===== src/rtl/mult_share_arbiter.sv =====
// Two-requester front end for one shared unsigned WIDTH x WIDTH multiplier.
// It does round-robin grant, operand capture, fixed-latency sequencing and a valid/ready result port.
module mult_share_arbiter #(
  parameter int WIDTH      = 8,
  parameter int MUL_CYCLES = 2
) (
  input  logic               clk,
  input  logic               rst,
  input  logic               req0,
  input  logic [WIDTH-1:0]   a0,
  input  logic [WIDTH-1:0]   b0,
  output logic               gnt0,
  input  logic               req1,
  input  logic [WIDTH-1:0]   a1,
  input  logic [WIDTH-1:0]   b1,
  output logic               gnt1,
  output logic               res_valid,
  input  logic               res_ready,
  output logic               res_id,
  output logic [2*WIDTH-1:0] res_data,
  output logic               busy,
  output logic [15:0]        op_count
);

  typedef enum logic [1:0] {IDLE, BUSY, DONE} state_t;

  localparam logic [3:0] CNT_INIT = 4'(MUL_CYCLES - 1);

  state_t             state_reg, state_next;
  logic               rr_ptr_reg, rr_ptr_next;
  logic [3:0]         cnt_reg, cnt_next;
  logic [WIDTH-1:0]   a_reg, a_next, b_reg, b_next;
  logic               id_reg, id_next;
  logic [1:0]         gnt_reg, gnt_next;
  logic               valid_reg, valid_next;
  logic               res_id_reg, res_id_next;
  logic [2*WIDTH-1:0] res_data_reg, res_data_next;
  logic [15:0]        op_count_reg, op_count_next;
  logic               winner;
  logic [2*WIDTH-1:0] product;

  // A lone requester always wins; rr_ptr only breaks ties.
  assign winner  = (req0 & req1) ? rr_ptr_reg : req1;
  assign product = {{WIDTH{1'b0}}, a_reg} * {{WIDTH{1'b0}}, b_reg};

  always_ff @(posedge clk) begin
    if (rst) begin
      state_reg    <= IDLE;
      rr_ptr_reg   <= 1'b0;
      cnt_reg      <= '0;
      a_reg        <= '0;
      b_reg        <= '0;
      id_reg       <= 1'b0;
      gnt_reg      <= 2'b00;
      valid_reg    <= 1'b0;
      res_id_reg   <= 1'b0;
      res_data_reg <= '0;
      op_count_reg <= '0;
    end else begin
      state_reg    <= state_next;
      rr_ptr_reg   <= rr_ptr_next;
      cnt_reg      <= cnt_next;
      a_reg        <= a_next;
      b_reg        <= b_next;
      id_reg       <= id_next;
      gnt_reg      <= gnt_next;
      valid_reg    <= valid_next;
      res_id_reg   <= res_id_next;
      res_data_reg <= res_data_next;
      op_count_reg <= op_count_next;
    end
  end

  always_comb begin
    state_next    = state_reg;
    rr_ptr_next   = rr_ptr_reg;
    cnt_next      = cnt_reg;
    a_next        = a_reg;
    b_next        = b_reg;
    id_next       = id_reg;
    gnt_next      = 2'b00;
    valid_next    = valid_reg;
    res_id_next   = res_id_reg;
    res_data_next = res_data_reg;
    op_count_next = op_count_reg;
    case (state_reg)
      IDLE: begin
        if (req0 | req1) begin
          a_next      = winner ? a1 : a0;
          b_next      = winner ? b1 : b0;
          id_next     = winner;
          cnt_next    = CNT_INIT;
          gnt_next    = winner ? 2'b10 : 2'b01;
          rr_ptr_next = ~winner;
          state_next  = BUSY;
        end
      end
      BUSY: begin
        if (cnt_reg == 4'd0) begin
          res_data_next = product;
          res_id_next   = id_reg;
          valid_next    = 1'b1;
          state_next    = DONE;
        end else begin
          cnt_next = cnt_reg - 4'd1;
        end
      end
      DONE: begin
        // Result is held until the consumer takes it; no requests are sampled here.
        if (res_ready) begin
          valid_next    = 1'b0;
          op_count_next = op_count_reg + 16'd1;
          state_next    = IDLE;
        end
      end
      default: state_next = IDLE;
    endcase
  end

  assign gnt0      = gnt_reg[0];
  assign gnt1      = gnt_reg[1];
  assign res_valid = valid_reg;
  assign res_id    = res_id_reg;
  assign res_data  = res_data_reg;
  assign busy      = (state_reg != IDLE);
  assign op_count  = op_count_reg;

endmodule


===== config.mk =====
export PLATFORM = sky130hd
export DESIGN_NAME = mult_share_arbiter
export DESIGN_NICKNAME = d
export VERILOG_FILES = /design/src/rtl/mult_share_arbiter.sv
export SDC_FILE = /design/constraint.sdc
export NUM_CORES = 1
export LEC_CHECK = 0
export CAP_MARGIN = 20
export CELL_PAD_IN_SITES_DETAIL_PLACEMENT = 0
export CELL_PAD_IN_SITES_GLOBAL_PLACEMENT = 1
export CORE_AREA = 3 3 108 110
export CTS_CLUSTER_SIZE = 25
export DETAILED_ROUTE_END_ITERATION = 7
export DIE_AREA = 0 0 111 113
export PLACE_DENSITY_LB_ADDON = 0.3
export SKIP_LAST_GASP = 1
export SLEW_MARGIN = 5
export SYNTH_ARGS = -nofsm -noshare
export SYNTH_HDL_FRONTEND = slang
export SYNTH_SLANG_ARGS = --single-unit

===== constraint.sdc =====
create_clock -name clk -period 5 [get_ports clk]
set_clock_uncertainty 0.2 [all_clocks]
set_input_delay 1 -clock clk [delete_from_list [all_inputs] [get_ports clk]]
set_output_delay 1 -clock clk [all_outputs]
set_load 0.005 [all_outputs]

[After elaboration in Yosys (flattened, before gate mapping)]
Cells that the tools add are included.
Word-level totals
  output and inout port bits: 37
  flip-flop bits (word level): 60
  input bits: 37
  logic and storage cells: 51
Cells by class
  eq/ne operators: 6
  add/sub/neg operators: 2
  mux-type cells: 14
  reduce and logical (&&, ||, !) cells: 12
  $mul: 1
  bitwise logic cells: 5
Operator list (count)
  $add A16 B1 Y16 const B: 1
  $mul A8 B8 Y16: 1
  $mux W8: 2
  $reduce_and A3 Y1: 3
  $mux W2: 4
  $mux W4: 2
  $ne A2 B2 Y1 const B: 4
  $pmux W4 S2: 1
  $pmux W2 S3: 1
  $reduce_and A2 Y1: 3
  $reduce_bool A2 Y1: 3
  $logic_not A4 Y1: 1
  $sub A4 B1 Y4 const B: 1
  $mux W1: 3
  $not A1 Y1: 3
  $reduce_or A3 Y1: 1
  $eq A2 B1 Y1 const B: 1
  $eq A2 B2 Y1 const B: 1
  $logic_not A2 Y1: 1
  $pmux W1 S2: 1
  $and A1 B1 Y1: 1
  $or A1 B1 Y1: 1

[Longest topological paths before layout]
Gate-level depths: netlist (run 1).
  depth in word-level cells: 3
  depth in mapped cells: 15

[Worst setup path after synthesis (run 1)]
OpenSTA, ideal clock, no wires.
  path type: flip-flop to flip-flop
  start point: reg b_reg[7]
  end point: reg res_data_reg[11] (netlist: res_data[11])
  stages on the path, launching flop included: 15
  setup time: 0.062 ns
  arrival: 3.992 ns
  path buffers: 0
  path slack: 0.746 ns
  cell sequence: dfxtp_1 > nand2_1 > fa_1 > fa_1 > inv_1 > fa_1 > inv_1 > fa_1 > inv_1 > ha_1 > nand2_1 > a211oi_1 > o21ai_0 > or4_1 > nand3_1
On the way
  word-level cells in the longest chain between the ends: 1
RTL lines
  start, declared: line 32  | logic [WIDTH-1:0] a_reg, a_next, b_reg, b_next;
  start signal, assigned: line 64  | b_reg <= b_next;
  $mul A8 B8 Y16: line 44  | assign product = {{WIDTH{1'b0}}, a_reg} * {{WIDTH{1'b0}}, b_reg};
  end signal, assigned: line 69  | res_data_reg <= res_data_next;
  end, declared: line 37  | logic [2*WIDTH-1:0] res_data_reg, res_data_next;
No other way between the ends.
A chain may end at the register's enable or synchronous reset.

[Final worst setup path (run 1)]
  start point: reg a_reg[1]
  end point: reg res_data_reg[11] (netlist: res_data[11])
On the way
  word-level cells in the longest chain between the ends: 1
RTL lines
  start, declared: line 32
  start signal, assigned: line 63  | a_reg <= a_next;
  $mul A8 B8 Y16: line 44
No other way between the ends.

==> results of run 1 <==
## layout make-up
cell class	count	area [sq um]	share of cell area, %
clock inverter	7	98.8	1.79
clock buffer	9	124	2.24
sequential	60	1200	21.7
inverter	72	270	4.89
tap	140	175	3.17
multi-input combinational	360	2900	52.4
timing repair buffer	78	763	13.8
## cell families after synthesis
| family | Yosys count | share of synthesized area (%) |
|---|---|---|
| muxes | 2 | 0.453 |
| and+or+nand+nor | 177 | 20.8 |
| buffers and inverters | 84 | 7.35 |
| AOI/OAI and AO/OA | 87 | 13.2 |
| xor gates and xnor gates | 19 | 3.76 |
| DFF | 60 | 27.2 |
| adders and majority gates | 75 | 27.3 |
## power breakdown
group	switching [uW]	internal (uW)
clock	218	283
combinational	213	176
sequential	54.7	519
## worst max-delay path: cells and delay by family, from the launching register on
kind,cells,cell delay (ns)
AO/OA/AOI/OAI,2,0.56
adder cells (fa/ha/maj),5,2.46
buffers and inverters,3,0.16
flip-flops,1,0.50
AND/OR/NAND/NOR,4,0.70
## final timing paths
kind,end,cells after the start
worst max-delay path,res_data[11],14
worst max register to register,res_data[11],14
worst min-delay path,res_data[1],2
worst min register to register,res_data[1],2
## metal layers
| layer | routed length (microns) | up-vias |
|---|---|---|
| met1 | 5460 | 1704 |
| met4 | 177 | 0 |
| met3 | 498 | 13 |
| met5 | 0 | - |
| li1 | - | 1829 |
| met2 | 4470 | 99 |
## cell usage after synthesis (2+ instances only)
| master | n | share of area [%] |
|---|---|---|
| fa_1 | 36 | 16 |
| buf_2 | 2 | 0.23 |
| and3_1 | 3 | 0.42 |
| a211oi_1 | 4 | 0.68 |
| o31ai_1 | 2 | 0.34 |
| nor4_1 | 2 | 0.28 |
| nand3b_1 | 3 | 0.51 |
| a21oi_1 | 24 | 2.7 |
| or3_1 | 6 | 0.85 |
| a21o_1 | 4 | 0.68 |
| a31oi_1 | 2 | 0.28 |
| nor3b_1 | 3 | 0.51 |
| clkbuf_1 | 8 | 0.68 |
| nand2_1 | 54 | 4.6 |
| a222oi_1 | 8 | 1.8 |
| and2_1 | 53 | 7.5 |
| and4_1 | 2 | 0.40 |
| nor3_1 | 4 | 0.45 |
| mux2i_1 | 2 | 0.45 |
| nand3_1 | 10 | 1.1 |
| a21boi_0 | 2 | 0.34 |
| nand2b_1 | 3 | 0.42 |
| nor2b_1 | 4 | 0.57 |
| o211ai_1 | 2 | 0.34 |
| o21ai_0 | 22 | 2.5 |
| a22oi_1 | 9 | 1.5 |
| o21a_1 | 2 | 0.34 |
| inv_1 | 71 | 6.0 |
| dfxtp_1 | 60 | 27 |
| ha_1 | 39 | 11 |
| nand4_1 | 2 | 0.28 |
| xnor2_1 | 9 | 1.8 |
| xor2_1 | 10 | 2.0 |
| nor2_1 | 23 | 2.0 |
## through the flow
stage / hold WS (ns) / instances / worst slack (ns) / util (%) / area (sq um)
after floorplan: 0.226 / 504 / 0.746 / - / 4420
after global placement: 0.244 / 710 / 0.481 / 49.2 / 5310
after detailed placement: 0.245 / 710 / 0.405 / 49.2 / 5310
after CTS: 0.258 / 726 / 0.374 / 51.2 / 5530
after global routing: 0.290 / 726 / 0.0638 / 51.2 / 5530
final: 0.255 / 726 / 0.365 / 51.2 / 5530
==> flow_summary.html, run 1 <==
<table>
<tr><th>Metric</th><th>Value</th></tr>
<tr><th colspan="2">Run status</th></tr>
<tr><td>Outcome</td><td>complete, no violations</td></tr>
<tr><th colspan="2">Drt</th></tr>
<tr><td>Routed Antenna Nets</td><td>0</td></tr>
<tr><td>Detailed-route vias per instance</td><td>roughly 5.0</td></tr>
<tr><td>WL/cell</td><td>14.6 microns</td></tr>
<tr><td>Detailed-route via count</td><td>roughly 3600</td></tr>
<tr><td>First-iteration detailed-routing DRC count</td><td>174</td></tr>
<tr><td>Detailed Route WL</td><td>10600 microns</td></tr>
<tr><td>Iteration count of the initial detailed-routing pass</td><td>5</td></tr>
<tr><td>Number of remaining DRC errors</td><td>0</td></tr>
<tr><th colspan="2">Synthesis</th></tr>
<tr><td>Synth warnings</td><td>0</td></tr>
<tr><td>Number of unique standard cell types used by synthesis</td><td>48</td></tr>
<tr><td>Post-synthesis instance area</td><td>~4400 sq um</td></tr>
<tr><td>Top flip-flop cell by instance count after synthesis</td><td>dfxtp_1</td></tr>
<tr><td>Share of synthesized flip-flops with an asynchronous set or reset</td><td>0%</td></tr>
<tr><td>Post-synthesis instance total</td><td>just over 500</td></tr>
<tr><td>Post-Synthesis Mean Instance Area</td><td>8.78 sq um</td></tr>
<tr><td>Yosys reg bits</td><td>60</td></tr>
<tr><td>Number of flops mapped to enable cells by yosys</td><td>0</td></tr>
<tr><td>Post-synth net total</td><td>about 620</td></tr>
<tr><td>Fraction of the yosys area taken by sequential cells</td><td>27.2%</td></tr>
<tr><th colspan="2">Setup path</th></tr>
<tr><td>Crit path required time</td><td>roughly 5.1 ns</td></tr>
<tr><td>Cell with the biggest individual delay on the critical path</td><td>fa_1</td></tr>
<tr><td>Critical path endpoint category</td><td>flip-flop</td></tr>
<tr><td>Largest stage delay on the critical path</td><td>between 0.5 and 0.6 ns</td></tr>
<tr><td>Origin of the worst setup path</td><td>a_reg[1]</td></tr>
<tr><td>Sequence of cells on the critical path</td><td>nand2_1 -&gt; fa_1 -&gt; fa_1 -&gt; inv_1 -&gt; fa_1 -&gt; inv_1 -&gt; fa_1 -&gt; inv_1 -&gt; ha_1 -&gt; nand2_1 -&gt; a211oi_1 -&gt; o21ai_0 -&gt; or4_1 -&gt; nand3_1</td></tr>
<tr><td>Cell occurring most often along the worst timing path</td><td>fa_1</td></tr>
<tr><td>Register-to-Register Setup Slack</td><td>0.36 ns</td></tr>
<tr><td>Arrival time of the worst setup path</td><td>4.72 ns</td></tr>
<tr><td>Kind of start point of the critical path</td><td>flip-flop</td></tr>
<tr><td>Type of the worst setup path</td><td>reg2reg</td></tr>
<tr><td>Largest fanout of any net on the critical path</td><td>9</td></tr>
<tr><td>Worst reg2reg path startpoint</td><td>a_reg[1]</td></tr>
<tr><th colspan="2">Cells and area</th></tr>
<tr><td>Highest-count cells in the layout ignoring fill and taps</td><td>72 x clkdlybuf4s50_1, 71 x inv_1, 60 x dfxtp_1</td></tr>
<tr><td>Fraction of layout cells with a size suffix above 1</td><td>4.10%</td></tr>
<tr><td>Area growth from synthesis to layout</td><td>25.0%</td></tr>
<tr><td>Number of antenna diodes</td><td>0</td></tr>
<tr><td>Most common cell after layout, fill and taps aside</td><td>clkdlybuf4s50_1</td></tr>
<tr><td>Filler cell count in the final layout</td><td>a little over 1000</td></tr>
<tr><td>NumNets Final</td><td>approximately 700</td></tr>
<tr><th colspan="2">Die</th></tr>
<tr><td>Die area</td><td>around 13000 sq um</td></tr>
<tr><td>Row count</td><td>38</td></tr>
<tr><td>Die height</td><td>~110 microns</td></tr>
<tr><td>Floorplan core area</td><td>approximately 11000 sq um</td></tr>
<tr><td>Initial Util</td><td>between 40% and 50%</td></tr>
<tr><td>Top Ports</td><td>74</td></tr>
<tr><td>Die W</td><td>approximately 110 microns</td></tr>
<tr><th colspan="2">Pwr</th></tr>
<tr><td>Power density over the cells</td><td>~260 nW/um^2</td></tr>
<tr><td>Peak supply drop</td><td>~0.14 mV</td></tr>
<tr><td>Total chip power</td><td>roughly 1500 uW</td></tr>
<tr><td>Lkg Pwr</td><td>approximately 0.0025 uW</td></tr>
<tr><th colspan="2">Placed design</th></tr>
<tr><td>DP Wirelength</td><td>slightly above 8000 microns</td></tr>
<tr><td>IO buf count</td><td>73</td></tr>
<tr><td>Weighted congestion at the end of routability-driven global placement</td><td>around 0.82</td></tr>
<tr><th colspan="2">Min path</th></tr>
<tr><td>Hold Crit Class</td><td>reg2reg</td></tr>
<tr><td>Hold path startpoint</td><td>res_data[1]</td></tr>
<tr><th colspan="2">STA</th></tr>
<tr><td>Pin slew with the least headroom to its limit</td><td>~0.95 ns</td></tr>
<tr><td>Hold violation count in the final report</td><td>0</td></tr>
<tr><td>Period utilization</td><td>92.7%</td></tr>
<tr><td>Setup TNS</td><td>0 ns</td></tr>
<tr><td>Setup repair after global routing missed its margin</td><td>false</td></tr>
<tr><td>Final-report setup violation count</td><td>0</td></tr>
<tr><td>Post-layout minimum cycle time</td><td>about 4.6 ns</td></tr>
<tr><td>Final Max Tran Viols</td><td>0</td></tr>
<tr><td>Worst-case headroom to the max-slew limit</td><td>36.9%</td></tr>
<tr><td>Max frequency</td><td>around 220 MHz</td></tr>
<tr><th colspan="2">CTS</th></tr>
<tr><td>Buffer type at the clock tree root</td><td>clkbuf_8</td></tr>
<tr><td>Count of clock tree sinks</td><td>60</td></tr>
<tr><td>Cts bufs inserted</td><td>9</td></tr>
<tr><td>Number of buffers added for setup after CTS</td><td>0</td></tr>
<tr><td>H-Tree Depth</td><td>3</td></tr>
<tr><td>Number of buffers added to fix hold violations after cts</td><td>0</td></tr>
<tr><td>Maximum clock path buffer count</td><td>2</td></tr>
<tr><td>TritonCTS clock tree</td><td>done</td></tr>
<tr><td>Post-CTS resize count</td><td>0</td></tr>
<tr><td>Clock network latency to the later pin of the worst-skew pair</td><td>between 0.3 and 0.4 ns</td></tr>
<tr><td>Clock slew at reported path FFs</td><td>0.08 ns</td></tr>
<tr><th colspan="2">Global route</th></tr>
<tr><td>GRT Total Usage</td><td>a little under a fifth</td></tr>
<tr><td>Remaining Overflow, GRT</td><td>0</td></tr>
<tr><td>Global-route wire length before repair</td><td>approximately 19000 microns</td></tr>
<tr><td>Pin count of the biggest net entering global routing</td><td>just over 50</td></tr>
<tr><td>Met2 track demand over resource</td><td>between 20% and 30%</td></tr>
<tr><td>Number of global-route vias before repair</td><td>about 3700</td></tr>
<tr><td>Most utilized layer in the global route result</td><td>met1</td></tr>
<tr><td>Number of antenna violations at the first check in global routing</td><td>0</td></tr>
<tr><td>Met3 track demand over resource in global routing</td><td>~3.4%</td></tr>
<tr><td>GRT met1 Usage</td><td>~27%</td></tr>
<tr><th colspan="2">Job</th></tr>
<tr><td>Max cap viols</td><td>0</td></tr>
</table>
No activity file was read; power rests on OpenSTA's default activity.
==> run 2: changes to the inputs <==
Settings changed: CORE_AREA 3 3 108 110 to 3 3 117 119, DIE_AREA 0 0 111 113 to 0 0 120 122.
==> flow_summary.html, run 2 (synthesis gave the netlist of run 1 again) <==
<table>
<tr><th>Metric</th><th>Value</th></tr>
<tr><th colspan="2">Run status</th></tr>
<tr><td>Outcome</td><td>complete, no violations</td></tr>
<tr><th colspan="2">Drt</th></tr>
<tr><td>Routed Antenna Nets</td><td>0</td></tr>
<tr><td>Iteration count of the initial detailed-routing pass</td><td>4</td></tr>
<tr><td>WL/cell</td><td>between 10 and 15 microns</td></tr>
<tr><td>Detailed Route WL</td><td>10800 microns</td></tr>
<tr><td>Detailed-route via count</td><td>3643</td></tr>
<tr><td>First-iteration detailed-routing DRC count</td><td>roughly 240</td></tr>
<tr><td>Number of remaining DRC errors</td><td>0</td></tr>
<tr><td>Detailed-route vias per instance</td><td>4.82</td></tr>
<tr><th colspan="2">Global route</th></tr>
<tr><td>Global-route wire length before repair</td><td>18300 microns</td></tr>
<tr><td>Number of global-route vias before repair</td><td>3670</td></tr>
<tr><td>Remaining Overflow, GRT</td><td>0</td></tr>
<tr><td>GRT Total Usage</td><td>~16%</td></tr>
<tr><td>Number of antenna violations at the first check in global routing</td><td>0</td></tr>
<tr><td>Pin count of the biggest net entering global routing</td><td>41</td></tr>
<tr><th colspan="2">Setup path</th></tr>
<tr><td>Critical path endpoint category</td><td>flip-flop</td></tr>
<tr><td>Crit path required time</td><td>5.08 ns</td></tr>
<tr><td>Largest fanout of any net on the critical path</td><td>9</td></tr>
<tr><td>Largest delay share family, worst path</td><td>adder cells</td></tr>
<tr><td>Kind of start point of the critical path</td><td>flip-flop</td></tr>
<tr><td>Register-to-Register Setup Slack</td><td>approximately 0.35 ns</td></tr>
<tr><td>Cell count of the worst reg-to-reg path</td><td>14</td></tr>
<tr><td>CP endpoint</td><td>res_data[11]</td></tr>
<tr><td>Cell occurring most often along the worst timing path</td><td>fa_1</td></tr>
<tr><td>Origin of the worst setup path</td><td>a_reg[0]</td></tr>
<tr><td>End of the worst register-to-register path</td><td>res_data[11]</td></tr>
<tr><td>Total stage count of the critical path</td><td>14</td></tr>
<tr><td>Worst reg2reg path startpoint</td><td>a_reg[0]</td></tr>
<tr><td>Largest stage delay on the critical path</td><td>0.56 ns</td></tr>
<tr><td>Arrival time of the worst setup path</td><td>4.72 ns</td></tr>
<tr><td>Cell with the biggest individual delay on the critical path</td><td>fa_1</td></tr>
<tr><td>Buffer and inverter count on the worst path</td><td>3</td></tr>
<tr><td>Sequence of cells on the critical path</td><td>nand2_1 -&gt; fa_1 -&gt; fa_1 -&gt; inv_1 -&gt; fa_1 -&gt; inv_1 -&gt; fa_1 -&gt; inv_1 -&gt; ha_1 -&gt; nand2_1 -&gt; a211oi_1 -&gt; o21ai_0 -&gt; or4_1 -&gt; nand3_1</td></tr>
<tr><td>Type of the worst setup path</td><td>reg2reg</td></tr>
<tr><th colspan="2">Cells and area</th></tr>
<tr><td>Most common cell after layout, fill and taps aside</td><td>clkdlybuf4s50_1</td></tr>
<tr><td>Number of antenna diodes</td><td>0</td></tr>
<tr><td>Fraction of layout cells with a size suffix above 1</td><td>3.60%</td></tr>
<tr><td>Area growth from synthesis to layout</td><td>27.2%</td></tr>
<tr><td>Highest-count cells in the layout ignoring fill and taps</td><td>72 x clkdlybuf4s50_1, 71 x inv_1, 60 x dfxtp_1</td></tr>
<tr><td>NumNets Final</td><td>691</td></tr>
<tr><th colspan="2">Pwr</th></tr>
<tr><td>Lkg Pwr</td><td>0.00253 uW</td></tr>
<tr><td>Power density over the cells</td><td>between 200 and 300 nW/um^2</td></tr>
<tr><td>Peak supply drop</td><td>around 0.16 mV</td></tr>
<tr><th colspan="2">CTS</th></tr>
<tr><td>Number of buffers added to fix hold violations after cts</td><td>0</td></tr>
<tr><td>Clock slew at reported path FFs</td><td>roughly 0.05 ns</td></tr>
<tr><td>Count of clock tree sinks</td><td>60</td></tr>
<tr><td>H-Tree Depth</td><td>3</td></tr>
<tr><td>Post-CTS resize count</td><td>0</td></tr>
<tr><td>Maximum clock path buffer count</td><td>2</td></tr>
<tr><td>Number of buffers added for setup after CTS</td><td>0</td></tr>
<tr><td>Cts bufs inserted</td><td>9</td></tr>
<tr><td>Buffer type at the clock tree root</td><td>clkbuf_16</td></tr>
<tr><td>Clock network latency to the later pin of the worst-skew pair</td><td>0.33 ns</td></tr>
<tr><td>TritonCTS clock tree</td><td>done</td></tr>
<tr><th colspan="2">STA</th></tr>
<tr><td>Period utilization</td><td>between 90% and 100%</td></tr>
<tr><td>Final-report setup violation count</td><td>0</td></tr>
<tr><td>Hold_ws</td><td>between 0.2 and 0.3 ns</td></tr>
<tr><td>Post-layout minimum cycle time</td><td>between 4 and 5 ns</td></tr>
<tr><td>Pin slew with the least headroom to its limit</td><td>approximately 0.98 ns</td></tr>
<tr><td>Hold violation count in the final report</td><td>0</td></tr>
<tr><td>Worst-case headroom to the max-slew limit</td><td>between 30% and 40%</td></tr>
<tr><td>Setup repair after global routing missed its margin</td><td>false</td></tr>
<tr><td>Setup TNS</td><td>0 ns</td></tr>
<tr><td>Max frequency</td><td>roughly 220 MHz</td></tr>
<tr><td>Final Max Tran Viols</td><td>0</td></tr>
<tr><th colspan="2">Placed design</th></tr>
<tr><td>IO buf count</td><td>73</td></tr>
<tr><td>DP Wirelength</td><td>roughly 8500 microns</td></tr>
<tr><td>Weighted congestion at the end of routability-driven global placement</td><td>between 0.8 and 0.9</td></tr>
<tr><th colspan="2">Die</th></tr>
<tr><td>Die area</td><td>14600 sq um</td></tr>
<tr><td>Row count</td><td>between 40 and 50</td></tr>
<tr><td>Top Ports</td><td>74</td></tr>
<tr><td>Initial Util</td><td>34.9%</td></tr>
<tr><td>Die W</td><td>between 100 and 150 microns</td></tr>
<tr><td>Die height</td><td>~120 microns</td></tr>
<tr><td>Floorplan core area</td><td>around 13000 sq um</td></tr>
<tr><th colspan="2">Job</th></tr>
<tr><td>Max cap viols</td><td>0</td></tr>
<tr><th colspan="2">Min path</th></tr>
<tr><td>Hold Crit Class</td><td>reg2reg</td></tr>
</table>
run 2: changes by cell type in the layout (fill, tap and decap cells not counted):
cell,change
clkbuf_1,+1
clkbuf_8,-9
bufinv_16,-1
clkinv_4,-2
clkinv_2,+1
buf_4,-2
clkinvlp_4,+1
clkbuf_16,+9
run 2: worst min path at each step:
stage                start          end  slack (ns)  cells after the start
3_3_place_gp        id_reg       id_reg        0.24                      1
6_report       res_data[1]  res_data[1]        0.26                      2
4_1_cts        res_data[1]  res_data[1]        0.26                      2
2_1_floorplan       id_reg       id_reg        0.23                      1
3_5_place_dp   res_data[1]  res_data[1]        0.25                      2
5_1_grt        res_data[1]  res_data[1]        0.27                      2
run 2: cell type report:
type	instances	area [sq um]
Multi-Input combinational cell	360	2900
Inverter	72	270
Sequential cell	60	1200
Tap cell	172	215
Clock inverter	6	63.8
Clock buffer	10	229
Timing Repair Buffer	76	748
Fill cell	1263	7050
run 2: metal layers:
| metal | vias up | GRT usage [%] | share of wire, % |
|---|---|---|---|
| li1 | 1822 | - | - |
| met1 | 1724 | 21.5 | 48 |
| met2 | 87 | 23.3 | 44 |
| met3 | 10 | 5.34 | 6.0 |
| met4 | 0 | 6.37 | 1.5 |
| met5 | - | 0 | 0 |
run 2: tightest hold or removal path, delay by kind of cell, from the launching register on:
family | cells | cell delay [ns]
AOI/OAI and AO/OA | 1 | 0.06
DFF | 1 | 0.31
and+or+nand+nor | 1 | 0.05
run 2: per-stage QoR:
step                util [%]  cell area, sq um  std cells  setup WS (ns)  power (uW)
floorplan                  -              4420        504          0.746         824
global placement        42.1              5330        740          0.442         967
detailed placement      42.1              5330        740          0.436         968
CTS                     44.4              5620        756          0.353        1600
global route            44.4              5620        756         0.0835        1680
finish                  44.4              5620        756          0.354        1570
run 2: power breakdown:
part / switching, uW / internal, uW / leakage [uW]
combinational: 206 / 175 / 0.00190
sequential: 60.9 / 520 / 0.000489
clock: 227 / 385 / 0.000139
total: 494 / 1080 / 0.00253
